### config.mk
export PLATFORM = sky130hd
export DESIGN_NAME = sig_meas_mc_flat
export DESIGN_NICKNAME = d
export VERILOG_FILES = /design/src/rtl/sig_meas_mc_if.sv /design/src/rtl/sig_meas_mc.sv /design/src/flat_wrapper.sv
export SDC_FILE = /design/constraint.sdc
export NUM_CORES = 1
export LEC_CHECK = 0
export BUFFER_PORTS_ARGS = -buffer_cell sky130_fd_sc_hd__buf_2
export CORE_MARGIN = 5
export CORE_UTILIZATION = 35
export DETAILED_ROUTE_END_ITERATION = 8
export PLACE_DENSITY = 0.64
export SYNTH_ARGS = -nofsm -noshare
export SYNTH_HDL_FRONTEND = slang
export SYNTH_SLANG_ARGS = --single-unit
### constraint.sdc
create_clock -name sys_clk -period 15.7 [get_ports sys_clk]
set_input_delay 1.57 -clock sys_clk [delete_from_list [all_inputs] [get_ports sys_clk]]
set_output_delay 1.57 -clock sys_clk [all_outputs]
set_load 0.1 [all_outputs]
### src/rtl/sig_meas_mc_if.sv
// sig_meas_mc_if: ADC sample input and measurement result bundle for sig_meas_mc
interface sig_meas_mc_if #(
   parameter int CH_NUM = 2,
   parameter int DATA_W = 16,
   parameter int CNT_W  = 24
);
   logic [CH_NUM*DATA_W-1:0] ad_data;
   logic                     meas_en;
   logic [CH_NUM*CNT_W-1:0]  period;
   logic [CH_NUM*CNT_W-1:0]  high_time;
   logic [CH_NUM*DATA_W-1:0] peak;
   logic [CH_NUM*CNT_W-1:0]  phase_dly;
   logic [CH_NUM-1:0]        ch_valid;
   logic                     upd_vld;
   modport master (output ad_data, meas_en, input period, high_time, peak, phase_dly, ch_valid, upd_vld);
   modport slave  (input ad_data, meas_en, output period, high_time, peak, phase_dly, ch_valid, upd_vld);
endinterface

### src/rtl/sig_meas_mc.sv
// sig_meas_mc: multi-channel Schmitt-edge period/high-time/peak/phase measurement with periodic snapshots
module sig_meas_mc #(
   parameter int CH_NUM     = 2,
   parameter int DATA_W     = 16,
   parameter int CNT_W      = 24,
   parameter int MEDIAN     = 32767,
   parameter int HYST       = 15,
   parameter int HOLD_CYC   = 3,
   parameter int TIMEOUT    = 16777215,
   parameter int UPD_CYCLES = 59000000
) (
   input logic          sys_clk,
   input logic          sys_rst,
   sig_meas_mc_if.slave meas_io
);
   localparam int LK_W = $clog2(HOLD_CYC + 2);
   localparam int UP_W = UPD_CYCLES > 1 ? $clog2(UPD_CYCLES) : 1;
   localparam int DW1 = DATA_W + 1;
   localparam logic [DATA_W:0] HI_TH = DW1'(MEDIAN + HYST);
   localparam logic [DATA_W:0] LO_TH = DW1'(MEDIAN - HYST);
   localparam logic [DATA_W:0] MED = DW1'(MEDIAN);
   localparam logic [CNT_W-1:0] ONE = CNT_W'(1);
   localparam logic [CNT_W-1:0] CMAX = '1;
   localparam logic [CNT_W-1:0] TMO = CNT_W'(TIMEOUT);
   localparam logic [UP_W-1:0] LAST = UP_W'(UPD_CYCLES - 1);
   logic [UP_W-1:0]   snap_q, snap_d;
   logic              upd, upd_q;
   logic [CH_NUM-1:0] rise;
   assign upd = (snap_q == LAST) & meas_io.meas_en;
   assign snap_d = snap_q == LAST ? '0 : snap_q + UP_W'(1);
   assign meas_io.upd_vld = upd_q;
   always_ff @(posedge sys_clk or posedge sys_rst)
      if (sys_rst) begin
         snap_q <= '0;
         upd_q <= 1'b0;
      end else begin
         snap_q <= snap_d;
         upd_q <= upd;
      end
   for (genvar k = 0; k < CH_NUM; k++) begin : g_ch
      logic [DATA_W:0]   smp;
      logic              lvl_q, lvl_d, seen_q, seen_d, ok_q, ok_d, arm_q, arm_d, vld_q, vld_d, tmo, in_band;
      logic [LK_W-1:0]   lk_q, lk_d;
      logic [CNT_W-1:0]  per_q, per_d, perl_q, perl_d, hic_q, hic_d, hil_q, hil_d;
      logic [CNT_W-1:0]  ph_q, ph_d, phl_q, phl_d, per_o_q, per_o_d, hi_o_q, hi_o_d, ph_o_q, ph_o_d;
      logic [DATA_W-1:0] mag, pk_max, pkr_q, pkr_d, pkl_q, pkl_d, pk_o_q, pk_o_d;
      assign smp = {1'b0, meas_io.ad_data[k*DATA_W +: DATA_W]};
      assign rise[k] = lvl_d & ~lvl_q & (lk_q == '0);
      always_comb begin
         in_band = !(smp > HI_TH || smp < LO_TH);
         lvl_d = smp > HI_TH ? 1'b1 : smp < LO_TH ? 1'b0 : lvl_q;
         mag = in_band ? '0 : DATA_W'(smp > MED ? smp - MED : MED - smp);
         pk_max = mag > pkr_q ? mag : pkr_q;
         tmo = per_q >= TMO;
         lk_d = rise[k] ? LK_W'(HOLD_CYC) : lk_q - LK_W'(lk_q != '0);
         pkr_d = rise[k] ? mag : pk_max;
         pkl_d = rise[k] ? pk_max : pkl_q;
         per_d = rise[k] ? ONE : per_q == CMAX ? per_q : per_q + ONE;
         perl_d = rise[k] ? per_q : perl_q;
         hic_d = rise[k] ? ONE : (lvl_d && hic_q != CMAX) ? hic_q + ONE : hic_q;
         hil_d = rise[k] ? hic_q : hil_q;
         // first rise after reset/timeout only arms; the second one validates
         seen_d = rise[k] ? 1'b1 : tmo ? 1'b0 : seen_q;
         ok_d = rise[k] ? seen_q & ~tmo : tmo ? 1'b0 : ok_q;
         arm_d = arm_q | rise[0];
         ph_d = rise[0] ? ONE : (arm_q && ph_q != CMAX) ? ph_q + ONE : ph_q;
         phl_d = (rise[0] && rise[k]) ? '0 : (rise[k] && arm_q) ? ph_q : phl_q;
         vld_d = upd ? ok_q : vld_q;
         per_o_d = upd ? (ok_q ? perl_q : '0) : per_o_q;
         hi_o_d = upd ? (ok_q ? hil_q : '0) : hi_o_q;
         pk_o_d = upd ? (ok_q ? pkl_q : '0) : pk_o_q;
         ph_o_d = upd ? ((ok_q && k != 0) ? phl_q : '0) : ph_o_q;
      end
      always_ff @(posedge sys_clk or posedge sys_rst)
         if (sys_rst) begin
            {lvl_q, seen_q, ok_q, arm_q, vld_q} <= '0;
            lk_q <= '0;
            {per_q, perl_q, hic_q, hil_q, ph_q, phl_q} <= '0;
            {per_o_q, hi_o_q, ph_o_q} <= '0;
            {pkr_q, pkl_q, pk_o_q} <= '0;
         end else begin
            {lvl_q, seen_q, ok_q, arm_q, vld_q} <= {lvl_d, seen_d, ok_d, arm_d, vld_d};
            lk_q <= lk_d;
            {per_q, perl_q, hic_q, hil_q, ph_q, phl_q} <= {per_d, perl_d, hic_d, hil_d, ph_d, phl_d};
            {per_o_q, hi_o_q, ph_o_q} <= {per_o_d, hi_o_d, ph_o_d};
            {pkr_q, pkl_q, pk_o_q} <= {pkr_d, pkl_d, pk_o_d};
         end
      assign meas_io.period[k*CNT_W +: CNT_W] = per_o_q;
      assign meas_io.high_time[k*CNT_W +: CNT_W] = hi_o_q;
      assign meas_io.phase_dly[k*CNT_W +: CNT_W] = ph_o_q;
      assign meas_io.peak[k*DATA_W +: DATA_W] = pk_o_q;
      assign meas_io.ch_valid[k] = vld_q;
   end
endmodule

### src/flat_wrapper.sv
// flat-port wrapper written by rule: the top's interface ports become plain ports
module sig_meas_mc_flat 
#(
   parameter int CH_NUM     = 2,
   parameter int DATA_W     = 16,
   parameter int CNT_W      = 24,
   parameter int MEDIAN     = 32767,
   parameter int HYST       = 15,
   parameter int HOLD_CYC   = 3,
   parameter int TIMEOUT    = 16777215,
   parameter int UPD_CYCLES = 59000000
)
  (sys_clk, sys_rst, meas_io_ad_data, meas_io_meas_en, meas_io_period, meas_io_high_time, meas_io_peak, meas_io_phase_dly, meas_io_ch_valid, meas_io_upd_vld);
  sig_meas_mc_if #(.CH_NUM(CH_NUM), .DATA_W(DATA_W), .CNT_W(CNT_W)) meas_io_i ();
  input logic sys_clk;
  input logic sys_rst;
  input wire logic [$bits(meas_io_i.ad_data)-1:0] meas_io_ad_data;
  input wire logic [$bits(meas_io_i.meas_en)-1:0] meas_io_meas_en;
  output wire logic [$bits(meas_io_i.period)-1:0] meas_io_period;
  output wire logic [$bits(meas_io_i.high_time)-1:0] meas_io_high_time;
  output wire logic [$bits(meas_io_i.peak)-1:0] meas_io_peak;
  output wire logic [$bits(meas_io_i.phase_dly)-1:0] meas_io_phase_dly;
  output wire logic [$bits(meas_io_i.ch_valid)-1:0] meas_io_ch_valid;
  output wire logic [$bits(meas_io_i.upd_vld)-1:0] meas_io_upd_vld;
  assign meas_io_i.ad_data = meas_io_ad_data;
  assign meas_io_i.meas_en = meas_io_meas_en;
  assign meas_io_period = meas_io_i.period;
  assign meas_io_high_time = meas_io_i.high_time;
  assign meas_io_peak = meas_io_i.peak;
  assign meas_io_phase_dly = meas_io_i.phase_dly;
  assign meas_io_ch_valid = meas_io_i.ch_valid;
  assign meas_io_upd_vld = meas_io_i.upd_vld;
  sig_meas_mc #(.CH_NUM(CH_NUM), .DATA_W(DATA_W), .CNT_W(CNT_W), .MEDIAN(MEDIAN), .HYST(HYST), .HOLD_CYC(HOLD_CYC), .TIMEOUT(TIMEOUT), .UPD_CYCLES(UPD_CYCLES)) u_core (.sys_clk(sys_clk), .sys_rst(sys_rst), .meas_io(meas_io_i));
endmodule
==> results.md, run 1 <==
- Clock transition at the registers of the reported paths: 0.06 ns
- Die area: 71590 um2
- Synth Register Bits: 498
- Status: complete, no violations
- Die Ht: between 200 and 300 um
- Critical path peak fanout: 20
- Worst-Margin Slew: 1.265 ns
- Leakage: 13.22 nW
- Async S/R FF share, synth: 1.000
- Crit. Startpoint: meas_io_ad_data[25]
- Pwr dens: ~150 nW/um2
- Final Net Count: approximately 2700
- Overflow after GRT: 0
- Wire length per cell: 15.31 um
- RSZ-0062 raised after global routing: false
- DRT iter0 DRCs: 1162
- Gpl congestion: 0.8496
- H-tree depth: 2
- Clk sinks: roughly 500
- Number of port buffers: 189
- Kind of critical path: input port to register
- Post-synth EDFFs: 0
- CTS tree: built
- Mapped Area: between 20000 and 25000 um2
- Routed wire length: 54.61 mm
- Die Width: around 270 um
- Netlist cell types: 70
- Max VDD drop: 0.09169 mV
- First-pass GRT wire length: 92.34 mm
- Area contributors post-synth: dfrtp_1, nand2_1, nand3_1
- Place WS: just over 10 ns
- Fillers: 6519
- Yosys warns: 0
- Mapped Cells: 2536
- Post-route minimum period: 4.995 ns
- Worst EP arrival: roughly 5.5 ns
- Initial core utilization: 0.3532
- Post-CTS setup buffer count: 0
- Seq/Total Area, Yosys: 0.5367
- CTS Buf Count: 55
- Diode count: 0
- Yosys top cell by area: dfrtp_1
- Hold Startpoint: u_core.g_ch[1].hi_o_q[18]$_DFFE_PP0P_
- Row Count: 94
- Max Clock Skew: 0.02829 ns
- Root Driver: clkbuf_16
- Initial antenna violation count: 0
- Post-CTS resize count: 0
- Most frequently used flop master after synthesis: dfrtp_1
- Final Cycle Share: 0.3182
- Yosys top cell area share: 0.5367
- Total Power: 4.099 mW
- Vias in the first global route: 17564
- Antenna-violating nets left: 0
- Layout cell share with drive strength beyond 1: 0.1328
- First drt pass iteration count: 5
- Worst setup EP type: register
- Largest net degree at the start of global routing: 165
- Placeable core area: around 66000 um2
- Reg area: between 10000 and 15000 um2
- Final cell count without fillers: 3567
- Reported max-cap violation count: 0
- Setup TNS: 0 ns
- Area delta synth->final: 14.59%
- GRT Util Overall: 0.1522
- Post-route DRC: 0
- PnR worst setup slack: about 11 ns
- Hold_buf cts: 0
- Worst min path class: register to register
- Post-DP HPWL: ~35 mm
- Routed vias: 17605
- Worst R2R Start: u_core.snap_q[11]$_DFF_PP0_
- Fmax: 200.2 MHz
- Multi-input gate area: 9811 um2
- Clock Latency Late Sink: about 0.6 ns
- Slew HR: 0.1532
- Fin. Hold Viols: 0
- Max clock buf depth: 3
- Worst path required time: about 16 ns
- Slew Viols, Final: 0
- Placed Instances: approximately 3500
- Startpoint types: input port
- Setup Viol. Count Final: 0
- IO Pins: 214
- Mean Syn Cell Area: 9.156 um2
- Vias/cell: between 4 and 5
-- logic make-up after synthesis --
group / Yosys count / synth area share
AO/OA/AOI/OAI: 271 / 0.06838
XOR/XNOR: 130 / 0.04904
adder cells (fa/ha/maj): 44 / 0.02371
buffers and inverters: 227 / 0.04672
flip-flops: 498 / 0.5367
multiplexers: 32 / 0.01530
other: 1 / 0.0001615
AND/OR/NAND/NOR: 1333 / 0.2600
-- cell usage in the layout, fill, tap and decap left out, drive strengths merged, types with 4 or more instances in the layout --
| cell | synthesis | layout |
|---|---|---|
| or2 | 4 | 4 |
| clkbuf | 80 | 79 |
| or4 | 7 | 7 |
| bufinv | 0 | 6 |
| buf | 81 | 204 |
| clkinv | 0 | 9 |
| ha | 44 | 44 |
| dfrtp | 498 | 498 |
| mux2i | 4 | 4 |
| nor2 | 155 | 155 |
| and2 | 6 | 6 |
| nor3 | 39 | 39 |
| nor4 | 37 | 37 |
| a41oi | 4 | 4 |
| nand4 | 48 | 48 |
| and3 | 23 | 23 |
| nand3 | 213 | 213 |
| or3 | 27 | 27 |
| inv | 66 | 70 |
| o21ai | 108 | 108 |
| nand2 | 728 | 728 |
| o21a | 4 | 4 |
| xnor2 | 93 | 93 |
| mux2 | 28 | 28 |
| conb | 1 | 24 |
| o31ai | 11 | 11 |
| nor4b | 7 | 7 |
| a21oi | 80 | 80 |
| xor2 | 37 | 37 |
| and4 | 25 | 25 |
| a31oi | 34 | 34 |
-- area by class of cell --
| type | instances | area share |
|---|---|---|
| clock buffers | 79 | 0.06076 |
| clock inverters | 22 | 0.01147 |
| inverters | 66 | 0.009593 |
| multi-input cells | 1834 | 0.3687 |
| flip-flops and latches | 498 | 0.4686 |
| well taps | 864 | 0.04063 |
| repair buffers | 204 | 0.04025 |
-- cell usage after synthesis (all sizes together), types with 3 or more instances --
cell	n
nand2	728
dfrtp	498
nand3	213
nor2	155
o21ai	108
xnor2	93
buf	81
a21oi	80
clkbuf	80
inv	66
nand4	48
ha	44
nor3	39
nor4	37
xor2	37
a31oi	34
mux2	28
or3	27
and4	25
and3	23
o31ai	11
nor4b	7
or4	7
and2	6
a41oi	4
mux2i	4
o21a	4
or2	4
a211oi	3
a41o	3
nand2b	3
nor3b	3
o22ai	3
-- per-layer routing --
layer | global-route usage | up-vias | part of all wire
met5 | 0 | - | 0
li1 | - | 8761 | -
met2 | 0.2416 | 266 | 0.46
met3 | 0.02536 | 68 | 0.041
met4 | 0.03374 | 0 | 0.018
met1 | 0.2210 | 8510 | 0.48
-- registers in the layout, indices dropped and copies added, names as in the netlist, 32 cells and up --
register             count
u_core.g_ch.pk_o_q      32
u_core.g_ch.hi_o_q      48
u_core.g_ch.pkr_q       32
u_core.g_ch.perl_q      48
u_core.g_ch.hic_q       48
u_core.g_ch.per_o_q     48
u_core.g_ch.pkl_q       32
u_core.g_ch.per_q       48
u_core.g_ch.hil_q       48
-- per-stage QoR --
| stage | hold WS [ns] | util | instance area (um2) |
|---|---|---|---|
| 6_report | 0.4577 | 0.4047 | 26610 |
| 5_1_grt | 0.4819 | 0.4047 | 26610 |
| 4_1_cts | 0.4649 | 0.4047 | 26610 |
| 3_5_place_dp | 0.4511 | 0.3755 | 24680 |
| 3_3_place_gp | 0.4457 | 0.3755 | 24680 |
| 2_1_floorplan | 0.4400 | - | 23300 |
-- critical path, cell delays in order --
cell and delay, ns:
buf_2 0.14, nor4_1 0.42, a41oi_1 0.44, and4_1 0.36, ha_1 0.30, nand4_1 0.16, or3_1 0.46, o211a_1 0.43
o21ai_2 0.76, mux2_2 0.41
-- where the power goes --
group	switching [mW]	leakage [nW]	internal (mW)
clock	0.542	0.945	0.816
sequential	0.297	6.61	1.60
combinational	0.506	5.67	0.342
-- path summary, 6_finish.rpt --
kind / slack [ns] / depth (start not counted) / to
worst max register to register: 12.16 / 7 / u_core.g_ch[1].per_o_q[20]$_DFFE_PP0P_
min in group asynchronous: 1.15 / 2 / u_core.g_ch[0].per_o_q[8]$_DFFE_PP0P_
worst min-delay path: 0.46 / 2 / u_core.g_ch[1].hi_o_q[18]$_DFFE_PP0P_
worst min register to register: 0.46 / 2 / u_core.g_ch[1].hi_o_q[18]$_DFFE_PP0P_
max in group asynchronous: 13.01 / 3 / u_core.g_ch[0].perl_q[13]$_DFFE_PP0P_
worst max-delay path: 10.70 / 10 / u_core.g_ch[1].pkr_q[4]$_DFF_PP0_
Power figures use the tool's default switching activity.
==> run 2, diff against run 1 <==
Settings changed: ABC_AREA set to 1, PLACE_DENSITY 0.64 to 0.63.
Clock period 15.7 ns to 4.55 ns, I/O delays scaled along.
==> run 2 against run 1 <==
Sequential power rose to 3.2 times the previous value. Core utilization fell by 0.18 points. Power rose to 3.4 times the previous value. Flip-flop and latch count did not move. Sequential share of layout area fell by 3.6 points. Largest power group unchanged.
==> results.md, run 2 <==
- Area delta synth->final: 14.07% (was 14.59%)
- RSZ-0062 raised after global routing: false (unchanged)
- IO Pins: 214 (unchanged)
- Wire length per cell: 14.43 um (was 15.31 um)
- Post-synth EDFFs: 0 (unchanged)
- Status: complete, no violations (unchanged)
- Yosys warns: 0 (unchanged)
- Overflow after GRT: 0 (unchanged)
- Max VDD drop: 0.3377 mV (was 0.09169 mV)
- Startpoint types: register (was input port)
- Max Clock Skew: 0.02482 ns (was 0.02829 ns)
- Yosys top cell by area: dfrtp_1 (unchanged)
- Fillers: 7233 (was 6519)
- Post-route minimum period: 3.233 ns
- Vias in the first global route: 19877 (was 17564)
- Area contributors post-synth: dfrtp_1, nand2_1, nand3_1 (unchanged)
- Mean Syn Cell Area: 7.995 um2 (was 9.156 um2)
- Die area: 77610 um2 (was 71590 um2)
- Hold_buf cts: 1 (was 0)
- Post-DP HPWL: 42.55 mm (was 34.92 mm)
- Final Net Count: 3372 (was 2738)
- Kind of critical path: register to register (was input port to register)
- Most frequently used flop master after synthesis: dfrtp_1 (unchanged)
- Total Power: 13.95 mW (was 4.099 mW)
- CTS Buf Count: 56 (was 55)
- Clock transition at the registers of the reported paths: 0.06 ns (about the same)
- Largest net degree at the start of global routing: 140 (was 165)
- Antenna-violating nets left: 0 (unchanged)
- Vias/cell: 4.820 (was 4.936)
- Routed wire length: 61.86 mm (was 54.61 mm)
- Initial core utilization: 0.3532 (about the same)
- Fin. Hold Viols: 0 (unchanged)
- Worst setup EP type: register (unchanged)
- First-pass GRT wire length: 103.1 mm (was 92.34 mm)
- Diode count: 0 (unchanged)
- Number of port buffers: 189 (unchanged)
- Post-route DRC: 0 (unchanged)
- Clk sinks: 498 (unchanged)
- Row Count: 98 (was 94)
- Post-CTS setup buffer count: 0 (unchanged)
- R2R setup slack: 1.32 ns (was 12.16 ns)
- Worst hold slack: 0.1423 ns (was 0.4577 ns)
- Routed vias: 20668 (was 17605)
- Worst-Margin Slew: 1.037 ns (was 1.265 ns)
- Yosys top cell area share: 0.4936 (was 0.5367)
- Async S/R FF share, synth: 1.000 (unchanged)
- Placeable core area: 71490 um2 (was 65750 um2)
- Worst path required time: 5.01 ns (was 16.18 ns)
- Mapped Area: 25250 um2 (was 23220 um2)
- Max clock buf depth: 3 (unchanged)
- Setup Viol. Count Final: 0 (unchanged)
- Die Width: 278.6 um (was 267.6 um)
- Worst EP arrival: 3.70 ns (was 5.47 ns)
- Synth Register Bits: 498 (unchanged)
- Mapped Cells: 3158 (was 2536)
- Worst min path class: input port to register (was register to register)
- Synth top cells by count: nand2_1, dfrtp_1, nand3_1, inv_1, nor2_1 (was nand2_1, dfrtp_1, nand3_1, nor2_1, o21ai_0)
- Leakage: 14.13 nW (was 13.22 nW)
- Die Ht: 278.6 um (was 267.6 um)
- First drt pass iteration count: 5 (unchanged)
- Root Driver: clkbuf_16 (unchanged)
- Initial antenna violation count: 1 (was 0)
- Seq/Total Area, Yosys: 0.4936 (was 0.5367)
- Commonest non-fill, non-tap cells in the layout: nand2_1, dfrtp_1, nand3_1, inv_1, buf_2 (was nand2_1, dfrtp_1, nand3_1, buf_2, nor2_1)
- Clock Latency Late Sink: 0.61 ns (about the same)
- DRT iter0 DRCs: 1326 (was 1162)
- Fmax: 309.3 MHz
- GRT Util Overall: 0.1562 (was 0.1522)
- Reported max-cap violation count: 0 (unchanged)
- Critical path peak fanout: 139 (was 20)
- Slew Viols, Final: 0 (unchanged)
- Final Cycle Share: 0.7106
- H-tree depth: 2 (unchanged)
- Layout cell share with drive strength beyond 1: 0.1243 (was 0.1328)
- Count leader, synth: nand2_1 (unchanged)
- Gpl congestion: 0.9049 (was 0.8496)
- CTS tree: built (unchanged)
- Pwr dens: 484.4 nW/um2 (was 154.1 nW/um2)
- Most common cell after layout, fill and taps aside: nand2_1 (unchanged)
- Slew HR: 0.3090 (was 0.1532)
- Post-CTS resize count: 0 (unchanged)
- Netlist cell types: 40 (was 70)
==> run 2: layout make-up <==
type | instances | area, um2 | share of cell area
Clock buffer | 70 | 1524 | 0.05292
Tap cell | 950 | 1189 | 0.04127
Sequential cell | 498 | 12470 | 0.4329
Inverter | 271 | 1023 | 0.03554
Timing Repair Buffer | 214 | 1199 | 0.04162
Clock inverter | 33 | 469.2 | 0.01629
Multi-Input combinational cell | 2252 | 10930 | 0.3795
==> run 2: per-layer routing <==
layer	share of wire	vias up	global-route usage
met3	0.053	87	0.02718
met5	0	-	0
met1	0.48	9714	0.2239
met4	0.020	0	0.03994
met2	0.45	479	0.2470
li1	-	10388	-
==> run 2: stage by stage <==
| step | cell area (um2) | util | worst slack, ns | setup TNS [ns] | instances |
|---|---|---|---|---|---|
| finish | 28800 | 0.4029 | 1.317 | 0 | 4288 |
| floorplan | 25340 | - | -2.662 | -1325.43 | 3181 |
| CTS | 28800 | 0.4029 | 1.419 | 0 | 4288 |
| global placement | 26800 | 0.3749 | 1.311 | 0 | 4184 |
| detailed placement | 26800 | 0.3749 | 1.296 | 0 | 4184 |
| global route | 28800 | 0.4029 | 1.052 | 0 | 4288 |
==> run 2: where the power goes <==
part / internal, mW / switching, mW
Clock: 2.95 / 1.92
Combinational: 1.03 / 1.97
Sequential: 5.31 / 0.758
Total: 9.30 / 4.65
==> run 2: critical path, stage by stage (launching register included) <==
cell and delay, ns:
dfrtp_1 0.43, ha_1 0.22, nand3_1 0.24, nor4_2 0.20, nand3_1 0.17, nor2_4 0.34, nand2_8 0.55, buf_12 0.43
nand2_1 0.20, o21ai_2 0.06
==> run 2: path summary, 6_finish.rpt <==
path,from,endpoint,depth (start not counted)
worst min register to register,u_core.g_ch[1].seen_q$_DFFE_PP0P_,u_core.g_ch[1].seen_q$_DFFE_PP0P_,2
worst max register to register,u_core.snap_q[0]$_DFF_PP0_,u_core.g_ch[1].ph_o_q[10]$_DFFE_PP0P_,9
worst min-delay path,meas_io_meas_en,u_core.meas_io.upd_vld$_DFF_PP0_,3
max in group asynchronous,sys_rst,u_core.g_ch[1].hi_o_q[10]$_DFFE_PP0P_,4
min in group asynchronous,sys_rst,u_core.g_ch[1].per_o_q[13]$_DFFE_PP0P_,3
worst max-delay path,u_core.snap_q[0]$_DFF_PP0_,u_core.g_ch[1].ph_o_q[10]$_DFFE_PP0P_,9
==> run 2: cell families after synthesis <==
group | Yosys count | synth area share
other cells | 1 | 0.0001485
fa+ha+maj | 44 | 0.02180
mux | 1 | 0.0003965
buf+inv | 431 | 0.07785
simple gates | 1700 | 0.2810
flops | 498 | 0.4936
xor+xnor | 110 | 0.03816
compound gates | 373 | 0.08702
